--- config.mk ---
export PLATFORM = sky130hd
export DESIGN_NAME = ysyx_22051013_fetch_ctrl
export DESIGN_NICKNAME = d
export VERILOG_FILES = /design/src/rtl/ysyx_22051013_fetch_ctrl.sv
export SDC_FILE = /design/constraint.sdc
export NUM_CORES = 1
export LEC_CHECK = 0
export CORE_ASPECT_RATIO = 0.75
export CORE_MARGIN = 10
export CORE_UTILIZATION = 41
export CTS_BUF_LIST = sky130_fd_sc_hd__clkbuf_8
export DETAILED_ROUTE_END_ITERATION = 7
export GPL_ROUTABILITY_DRIVEN = 0
export PLACE_DENSITY = 0.78
export SYNTH_ARGS = -nofsm -noshare
export SYNTH_HDL_FRONTEND = slang
export SYNTH_SLANG_ARGS = --single-unit
export TNS_END_PERCENT = 50
--- constraint.sdc ---
create_clock -name clk -period 2.45 [get_ports clk]
set_input_delay 0.3675 -clock clk [delete_from_list [all_inputs] [get_ports clk]]
set_output_delay 0.3675 -clock clk [all_outputs]
set_load 0.005 [all_outputs]
--- src/rtl/ysyx_22051013_fetch_ctrl.sv ---
// Instruction fetch controller: one outstanding memory request, buffered hand-off to decode.
// Define YSYX_22051013_FETCH_SKID_EN for a two-entry buffer that keeps fetching while decode stalls.
module ysyx_22051013_fetch_ctrl #(
  parameter int              PC_W     = 64,
  parameter int              INST_W   = 32,
  parameter logic [PC_W-1:0] RESET_PC = 64'h8000_0000
) (
  input  logic              clk,
  input  logic              rst_n,
  input  logic              redirect_i,
  input  logic [PC_W-1:0]   redirect_pc_i,
  input  logic [PC_W-1:0]   bpu_pc_i,
  output logic [PC_W-1:0]   fetch_pc_o,
  output logic              ireq_valid_o,
  output logic [PC_W-1:0]   ireq_addr_o,
  input  logic              ireq_ready_i,
  input  logic              iresp_valid_i,
  input  logic [INST_W-1:0] iresp_inst_i,
  output logic              if_valid_o,
  output logic [PC_W-1:0]   if_pc_o,
  output logic [INST_W-1:0] if_inst_o,
  input  logic              id_ready_i
);

  localparam logic [1:0] IDLE = 2'd0;
  localparam logic [1:0] REQ  = 2'd1;
  localparam logic [1:0] WAIT = 2'd2;
  localparam logic [1:0] HOLD = 2'd3;

`ifdef YSYX_22051013_FETCH_SKID_EN
  localparam logic [1:0] DEPTH = 2'd2;
`else
  localparam logic [1:0] DEPTH = 2'd1;
`endif

  logic [1:0]        state;
  logic [1:0]        state_nxt;
  logic [PC_W-1:0]   fetch_pc;
  logic [PC_W-1:0]   fetch_pc_nxt;
  logic [PC_W-1:0]   pend_pc;
  logic [PC_W-1:0]   pend_pc_nxt;
  logic              drop;
  logic              drop_nxt;
  logic [1:0]        cnt;
  logic [1:0]        cnt_nxt;
  logic              push;
  logic              pop;
  logic [PC_W-1:0]   head_pc;
  logic [INST_W-1:0] head_inst;

  // A redirect cycle never transfers, so stale instructions cannot slip into decode.
  assign if_valid_o = (cnt != 2'd0) && !redirect_i;
  assign pop        = if_valid_o && id_ready_i;
  assign push       = (state == WAIT) && iresp_valid_i && !redirect_i && !drop;
  assign fetch_pc_o = fetch_pc;
  assign if_pc_o    = head_pc;
  assign if_inst_o  = head_inst;

  // Buffer occupancy: redirect flushes, otherwise net of push and pop.
  always_comb begin
    cnt_nxt = cnt;
    if (redirect_i) begin
      cnt_nxt = 2'd0;
    end else begin
      cnt_nxt = cnt + {1'b0, push} - {1'b0, pop};
    end
  end

  // Next-state logic; a redirect during an outstanding request is parked until the response returns.
  always_comb begin
    state_nxt    = state;
    fetch_pc_nxt = fetch_pc;
    pend_pc_nxt  = pend_pc;
    drop_nxt     = drop;
    case (state)
      IDLE: begin
        state_nxt = REQ;
        if (redirect_i) begin
          fetch_pc_nxt = redirect_pc_i;
        end else begin
          fetch_pc_nxt = fetch_pc;
        end
      end
      REQ: begin
        if (redirect_i) begin
          pend_pc_nxt = redirect_pc_i;
          drop_nxt    = 1'b1;
        end else begin
          pend_pc_nxt = pend_pc;
        end
        if (ireq_ready_i) begin
          state_nxt = WAIT;
        end else begin
          state_nxt = REQ;
        end
      end
      WAIT: begin
        if (iresp_valid_i) begin
          if (redirect_i) begin
            fetch_pc_nxt = redirect_pc_i;
            drop_nxt     = 1'b0;
            state_nxt    = REQ;
          end else if (drop) begin
            fetch_pc_nxt = pend_pc;
            drop_nxt     = 1'b0;
            state_nxt    = REQ;
          end else begin
            fetch_pc_nxt = bpu_pc_i;
            state_nxt    = (cnt_nxt == DEPTH) ? HOLD : REQ;
          end
        end else if (redirect_i) begin
          pend_pc_nxt = redirect_pc_i;
          drop_nxt    = 1'b1;
          state_nxt   = WAIT;
        end else begin
          state_nxt = WAIT;
        end
      end
      HOLD: begin
        if (redirect_i) begin
          fetch_pc_nxt = redirect_pc_i;
          state_nxt    = REQ;
        end else if (pop) begin
          state_nxt = REQ;
        end else begin
          state_nxt = HOLD;
        end
      end
      default: begin
        state_nxt = IDLE;
      end
    endcase
  end

  // Control state registers.
  always_ff @(posedge clk or negedge rst_n) begin
    if (!rst_n) begin
      state    <= IDLE;
      fetch_pc <= RESET_PC;
      pend_pc  <= {PC_W{1'b0}};
      drop     <= 1'b0;
      cnt      <= 2'd0;
    end else begin
      state    <= state_nxt;
      fetch_pc <= fetch_pc_nxt;
      pend_pc  <= pend_pc_nxt;
      drop     <= drop_nxt;
      cnt      <= cnt_nxt;
    end
  end

  // Request port registered from next state, so address and valid stay stable in REQ.
  always_ff @(posedge clk or negedge rst_n) begin
    if (!rst_n) begin
      ireq_valid_o <= 1'b0;
      ireq_addr_o  <= RESET_PC;
    end else begin
      ireq_valid_o <= (state_nxt == REQ);
      ireq_addr_o  <= fetch_pc_nxt;
    end
  end

`ifdef YSYX_22051013_FETCH_SKID_EN
  logic [PC_W-1:0]   tail_pc;
  logic [INST_W-1:0] tail_inst;

  // Two-entry in-order buffer: head feeds decode, tail shifts forward on pop.
  always_ff @(posedge clk or negedge rst_n) begin
    if (!rst_n) begin
      head_pc   <= {PC_W{1'b0}};
      head_inst <= {INST_W{1'b0}};
      tail_pc   <= {PC_W{1'b0}};
      tail_inst <= {INST_W{1'b0}};
    end else begin
      if (pop && (cnt == 2'd2)) begin
        head_pc   <= tail_pc;
        head_inst <= tail_inst;
      end else if (push && ((cnt == 2'd0) || pop)) begin
        head_pc   <= fetch_pc;
        head_inst <= iresp_inst_i;
      end
      if (push && ((cnt == 2'd2) || ((cnt == 2'd1) && !pop))) begin
        tail_pc   <= fetch_pc;
        tail_inst <= iresp_inst_i;
      end
    end
  end
`else
  // Single-entry buffer; contents hold while decode stalls.
  always_ff @(posedge clk or negedge rst_n) begin
    if (!rst_n) begin
      head_pc   <= {PC_W{1'b0}};
      head_inst <= {INST_W{1'b0}};
    end else if (push) begin
      head_pc   <= fetch_pc;
      head_inst <= iresp_inst_i;
    end
  end
`endif

endmodule

# == Yosys cells after proc, flatten, opt, wreduce, memory -nomap -nowiden ==
# Cells that the tools add are included.
# word_totals
reg_bits,230
in_bits,166
word_cells,52
# op_classes
addsub,2
n_eq_ne,8
n_mux,20
reduce_logical,14
# op_table
op,count
$mux 64,6
$pmux 64 s2,2
$mux 2,8
$pmux 2 s4,1
$eq 2x1->1 const B,3
$reduce_bool 2->1,3
$logic_and 1x1->1,5
$eq 2x2->1 const B,2
$ne 2x2->1 const B,2
$reduce_and 3->1,1
$add 2x1->2,1
$logic_not 1->1,2
$logic_not 2->1,1
$mux 1,2
$ne 2x1->1 const B,1
$pmux 1 s2,1
$reduce_and 2->1,1
$reduce_or 2->1,1
$sub 2x1->2,1

# == Depth between registers and ports, before layout ==
# Gate-level depths: netlist of the first run.
# logic_depth
ltp_word,14
mapped_depth,14

# == Worst setup path before layout of the first run ==
# OpenSTA, ideal clock, no wires.
# synth_timing
kind,reg2reg
startpoint,reg state[0]
endpoint,reg ireq_valid_o
t_arrival_ns,2.330
slack_ns,-0.004
path_stages_with_launch,15
cell_sequence,dfrtp_1 inv_1 ha_1 nand2_1 nor3_4 buf_4 buf_4 inv_1 ha_1 inv_1 ha_1 nor2b_1 nand4_1 o211ai_1 nor2b_1
# synth_between
elab_chain_len,14
# synth_lines
item,line,rtl
from (decl),36,logic [1:0] state;
from (signal assigned),144,state <= state_nxt;
$eq 2x2->1,54,assign push = (state == WAIT) && iresp_valid_i && !redirect_i && !drop;
$logic_and 1x1->1 (3 in series),54,
$add 2x1->2,65,"cnt_nxt = cnt + {1'b0, push} - {1'b0, pop};"
$sub 2x1->2,65,
$mux 2,62,if (redirect_i) begin
via cnt_nxt[0],45,logic [1:0] cnt_nxt;
$eq 2x1->1,109,state_nxt = (cnt_nxt == DEPTH) ? HOLD : REQ;
$mux 2,109,
$mux 2,103,end else if (drop) begin
$mux 2,99,if (redirect_i) begin
$mux 2,98,if (iresp_valid_i) begin
$pmux 2 s4,75,case (state)
via state_nxt[1],37,logic [1:0] state_nxt;
$eq 2x1->1,158,ireq_valid_o <= (state_nxt == REQ);
to (signal assigned),158,
to (decl),14,"output logic ireq_valid_o,"
# The timed path passes the listed nets, and every way through them passes these cells.
# A chain may end at the register's enable or synchronous reset.

# == Worst setup path after layout of the first run ==
# Ends and elaborated chain as after synthesis.

==> metrics.md, run 1 <==
| Metric | Value |
|---|---|
| Outcome | `completed` |
| Synth cell types | `30` |
| Yosys top cell area share | `55.15%` |
| Most common cell after layout, fill and taps aside | `clkdlybuf4s50_1` |
| Hold Crit Class | `primary input to asynchronous set/reset pin` |
| DIE AREA | `32180 sq um` |
| First-pass detailed-route iteration total | `4` |
| Clock skew | `13.06 ps` |
| CTS resizes | `0` |
| Total power | `18.62 mW` |
| GRT Util Overall | `18.73%` |
| Maxcap violations | `0` |
| Critical path peak fanout | `5` |
| Min Hold Slack | `351.3 ps` |
| Post-Route Setup TNS | `0 ps` |
| Crit end category | `flip-flop` |
| Post-Syn Area | `10390 sq um` |
| Top FF cell, synth | `dfrtp_1` |
| Seq/Total Area, Yosys | `55.40%` |
| Clock root buffer | `clkbuf_8` |
| Post-DP Area | `14250 sq um` |
| Max H-tree Level | `2` |
| Post-Layout Inst Area | `15050 sq um` |
| Syn. warnings | `0` |
| Final Critical Period | `2250 ps` |
| P_leak | `6.924 nW` |
| Clock latency on the worst-skew pair | `520 ps` |
| Post-synthesis sequential element count | `230` |
| Final Hold Viols | `0` |
| WP data required | `2850 ps` |
| Final setup violating endpoints | `0` |
| Maximum root-to-sink buffer count | `3` |
| DP Wirelength | `22880 microns` |
| Peak VDD IR | `0.0006773 V` |
| Clk sinks | `230` |
| Synth top area cells | `dfrtp_1 (55%), mux2_2 (17%), mux2i_1 (6.2%), buf_4 (5.7%), o21ai_0 (5.3%)` |
| Gate Count Post-Synth | `865` |
| Max-slew violations | `0` |
| Number of remaining DRC errors | `0` |
| Layout area overhead | `44.85%` |
| Slew @ Worst Pin | `520.3 ps` |
| Post-DR wirelength/cell | `19.89 microns` |
| Hold buffers post-CTS | `1` |
| Clock transition at path regs | `70 ps` |
| Initial Utilization | `41.63%` |
| Placed cells | `1494` |
| Mapped Nets | `1038` |
| Worst path arrival time | `2650 ps` |
| RSZ-0062 raised after global routing | `no` |
| Initial antenna violation count | `3` |
| Slew headroom | `65.31%` |
| DR vias/cell | `4.911` |
| Die height | `157.9 microns` |
| TritonCTS buffer count | `39` |
| Async S/R FF share, synth | `100.0%` |
| Vias post-DR | `7695` |
| Area leader, netlist | `dfrtp_1` |
| Die Wd | `203.8 microns` |
| Type of origin of the critical path | `flip-flop` |
| 1st-iter DRT viols | `302` |
| Post-detailed-route count of antenna-violating nets | `0` |
| Post-route clock period utilization | `91.84%` |
| # rows | `50` |
| First-pass GRT wire length | `47360 microns` |
| Syn Area/Cell | `12.01 sq um` |
| CTS tree | `done` |
| Final nets | `1371` |
| Layout Cells excl Fill | `1567` |
| Commonest non-fill, non-tap cells in the layout | `clkdlybuf4s50_1 (390), dfrtp_1 (228), mux2_2 (154)` |
| CP Class | `flip-flop to flip-flop` |
| Core area | `24960 sq um` |
| Pin count of the biggest net entering global routing | `81` |
| Fmax | `0.4444 GHz` |
| Gr ovfl total | `0` |
| Setup bufs post-CTS | `0` |
| Count of input and output buffers | `391` |
| PD cells | `1237 nW/um^2` |
| Vias in the first global route | `8200` |
| Share of cells above drive strength 1 | `18.92%` |
| Num ports | `392` |
| Post-detailed-routing wire length | `31170 microns` |
| Post-synth EDFFs | `0` |
[stage by stage]
stage                     utilization [%]  setup WS (ps)
after floorplan                         -          19.67
after global placement              57.08          178.3
after detailed placement            57.08          85.97
after CTS                           60.27          203.9
after global routing                60.28          47.59
final                               60.30          199.9
[cell families after synthesis]
logic type	Yosys count	synth area share, %
XOR/XNOR	1	0.2167
buffers and inverters	122	7.754
AND/OR/NAND/NOR	146	5.647
AO/OA/AOI/OAI	135	6.635
flip-flops	230	55.40
multiplexers	224	23.50
adder cells (fa/ha/maj)	7	0.8428
[layout make-up]
cell class / instances / area [sq um]
fillers: 1994 / 9910
flip-flops and latches: 230 / 5761
repair buffers: 409 / 4207
multi-input cells: 513 / 3849
clock buffers: 50 / 688.2
well taps: 338 / 422.9
clock inverters: 19 / 98.84
inverters: 5 / 18.77
diodes: 3 / 7.507
[synthesized netlist by cell type (2+ instances only)]
cell,n
nor2b_1,3
a21oi_1,2
nor2_1,8
ha_1,7
buf_2,19
clkbuf_1,13
mux2i_1,64
inv_1,5
o21ai_1,18
buf_6,3
nand2_1,129
buf_4,79
mux2_2,154
o21ai_2,2
dfrtp_1,229
o211ai_1,2
mux2_1,6
o21ai_0,110
[report_power, final]
part / internal (mW) / leakage (nW) / switching (mW) / total, mW
clock network: 1.93 / 0.468 / 1.54 / 3.46
registers: 5.51 / 2.92 / 1.24 / 6.74
logic: 5.04 / 3.54 / 3.38 / 8.41
[registers in the layout, summed over array words and instances (netlist names)]
register and cells:
if_pc_o 64, ireq_addr_o 64, pend_pc 64, if_inst_o 32
cnt 2, state 2, drop 1, ireq_valid_o 1
[critical path, stage by stage (launching register included)]
cell      delay, ps
dfrtp_1         410
inv_1            90
ha_1            240
nand2_1         140
nor3_4          130
inv_1            60
ha_1            280
inv_1            40
ha_1            260
nor2b_1         170
nand4_1         110
o211ai_1        130
nor2b_1          70
[final timing paths]
check / from / endpoint / slack (ps) / cells after the start
max in group asynchronous: rst_n / ireq_addr_o[31] / 1360 / 3
worst max register to register: state[0] / ireq_valid_o / 200 / 12
worst max-delay path: state[0] / ireq_valid_o / 200 / 12
worst min-delay path: rst_n / if_inst_o[28] / 350 / 2
worst min register to register: if_pc_o[57] / if_pc_o[57] / 490 / 1
min in group clk: iresp_inst_i[26] / if_inst_o[26] / 460 / 2
[layer usage]
layer / vias to the layer above / wire length [microns] / GRT usage, %
met1: 3743 / 12320 / 21.50
met4: 2 / 857 / 6.520
met3: 57 / 3243 / 7.761
met5: - / 12 / 0
li1: 3590 / - / -
met2: 303 / 14740 / 31.04
Power figures use the tool's default switching activity.
==> run 2: changes to the inputs <==
Settings changed: SKIP_CTS_REPAIR_TIMING set to 1.
==> results of run 2 <==
The final DEF is identical to that of run 1; final timing and power are the same.
Main changes from that run: wire length of the first global-routing pass 47360 microns -> 47350 microns; via count of the first global-routing pass 8200 -> 8197; met1 usage 21.50% -> 21.48%; met3 usage 7.761% -> 7.802%
==> run 3: changes to the inputs <==
Settings changed: CORE_UTILIZATION 41 to 45, GPL_ROUTABILITY_DRIVEN 0 to 1, PLACE_DENSITY 0.78 to 0.81.
Clock period 2.45 ns to 2.5 ns, I/O delays scaled along.
==> run 3 against run 2 <==
- non-clock buffer count increased by 2
- sequential cell count unchanged
- sequential share of layout area increased by 0.32 points
- global-route usage increased by 1.6 points
- critical endpoint unchanged
- highest routed layer is now met4
==> metrics.md, run 3 (same netlist as run 1, synthesis figures left out) <==
| Metric | Value |
|---|---|
| DR vias/cell | `5.042` |
| Largest stage delay, worst path | `410 ps` |
| Peak VDD IR | `0.0006833 V` |
| Post-Route Setup TNS | `0 ps` |
| Type of origin of the critical path | `flip-flop` |
| Critical path peak fanout | `5` |
| Count of input and output buffers | `391` |
| Most common cell after layout, fill and taps aside | `clkdlybuf4s50_1` |
| Slew headroom | `64.42%` |
| RD Place Congestion | `0.8239` |
| Layout area overhead | `43.66%` |
| Gr ovfl total | `0` |
| Reg2reg setup slack | `250 ps` |
| Cell Chain, Critical Path | `inv_1 -> ha_1 -> nand2_1 -> nor3_4 -> inv_1 -> ha_1 -> inv_1 -> ha_1 -> nor2b_1 -> nand4_1 -> o211ai_1 -> nor2b_1` |
| Post-route clock period utilization | `90.06%` |
| TritonCTS buffer count | `37` |
| Die Wd | `195.5 microns` |
| Final setup violating endpoints | `0` |
| Fin util | `65.24%` |
| CTS tree | `done` |
| Max H-tree Level | `2` |
| Final Critical Period | `2251 ps` |
| Commonest non-fill, non-tap cells in the layout | `clkdlybuf4s50_1 (390), dfrtp_1 (228), mux2_2 (154)` |
| Number of remaining DRC errors | `0` |
| Crit end category | `flip-flop` |
| CP Depth | `12` |
| Max-slew violations | `0` |
| Clk sinks | `230` |
| P_leak | `6.867 nW` |
| CP startpoint | `state[0]` |
| R2R depth | `12` |
| Crit path max-delay family | `adder cells` |
| RSZ-0062 raised after global routing | `no` |
| PD cells | `1217 nW/um^2` |
| Slowest-stage cell, CP | `dfrtp_1` |
| Clock skew | `16.50 ps` |
| WP data required | `2890 ps` |
| First-pass GRT wire length | `47860 microns` |
| Maxcap violations | `0` |
| Critical Path Sink | `ireq_valid_o` |
| Post-DR wirelength/cell | `20.45 microns` |
| Maximum root-to-sink buffer count | `3` |
| DIE AREA | `29630 sq um` |
| Critical R2R Capture | `ireq_valid_o` |
| Layout Cells excl Fill | `1522` |
| Fmax | `0.4442 GHz` |
| Critical R2R Launch | `state[0]` |
| First-pass detailed-route iteration total | `4` |
| Clock latency on the worst-skew pair | `510 ps` |
| Vias post-DR | `7674` |
| Vias in the first global route | `8203` |
| Clock transition at path regs | `60 ps` |
| Pin count of the biggest net entering global routing | `93` |
| Outcome | `completed` |
| Clock root buffer | `clkbuf_8` |
| Placed cells | `1458` |
| Post-detailed-route count of antenna-violating nets | `0` |
| Die height | `151.6 microns` |
| Initial Utilization | `45.41%` |
| Slew @ Worst Pin | `533.7 ps` |
| 1st-iter DRT viols | `331` |
| Final Hold Viols | `0` |
| DP Wirelength | `22930 microns` |
| Buf/Inv on CP | `3` |
| Total power | `18.17 mW` |
| Initial antenna violation count | `2` |
| Core area | `22880 sq um` |
| CP Class | `flip-flop to flip-flop` |
| Share of cells above drive strength 1 | `19.02%` |
| # rows | `48` |
| Num ports | `392` |
| Post-detailed-routing wire length | `31120 microns` |
| Final nets | `1371` |
| Hold Crit Class | `primary input to asynchronous set/reset pin` |
| Worst path arrival time | `2640 ps` |
| GRT Util Overall | `20.29%` |
-- run 3: report_power, final --
part | total, mW | switching, mW | internal [mW]
logic | 8.28 | 3.35 | 4.93
registers | 6.59 | 1.19 | 5.40
clock network | 3.30 | 1.44 | 1.87
total | 18.2 | 5.98 | 12.2
-- run 3: per-stage QoR --
stage	setup slack (ps)	hold slack [ps]	instance area (sq um)
2_1_floorplan	45.62	79.41	10390
3_3_place_gp	238.4	354.7	14160
3_5_place_dp	183.2	356.3	14160
4_1_cts	248.2	-203.1	14910
5_1_grt	12.03	416.0	14930
6_report	248.5	382.6	14930
-- run 3: layout make-up --
class,count,area (sq um)
diodes,2,5.005
multi-input cells,513,3849
repair buffers,411,4172
well taps,300,375.4
fillers,1747,7954
clock buffers,43,591.8
clock inverters,18,156.4
inverters,5,18.77
flip-flops and latches,230,5761
-- run 3: layer usage --
| layer | vias up | GRT usage, % | wire, microns |
|---|---|---|---|
| met4 | 0 | 5.065 | 433 |
| li1 | 3580 | - | - |
| met3 | 37 | 8.443 | 3143 |
| met2 | 287 | 34.84 | 15510 |
| met1 | 3770 | 23.15 | 12030 |
| met5 | - | 0 | 0 |
-- run 3: worst min path at each step --
stage                from          to  slack, ps  depth (start not counted)
finish              rst_n  if_pc_o[5]        380                          2
global route        rst_n  if_pc_o[5]        420                          2
CTS                 rst_n  if_pc_o[5]       -200                          1
detailed placement  rst_n  if_pc_o[5]        360                          1
global placement    rst_n  if_pc_o[5]        350                          1
floorplan           rst_n      cnt[0]         80                          0
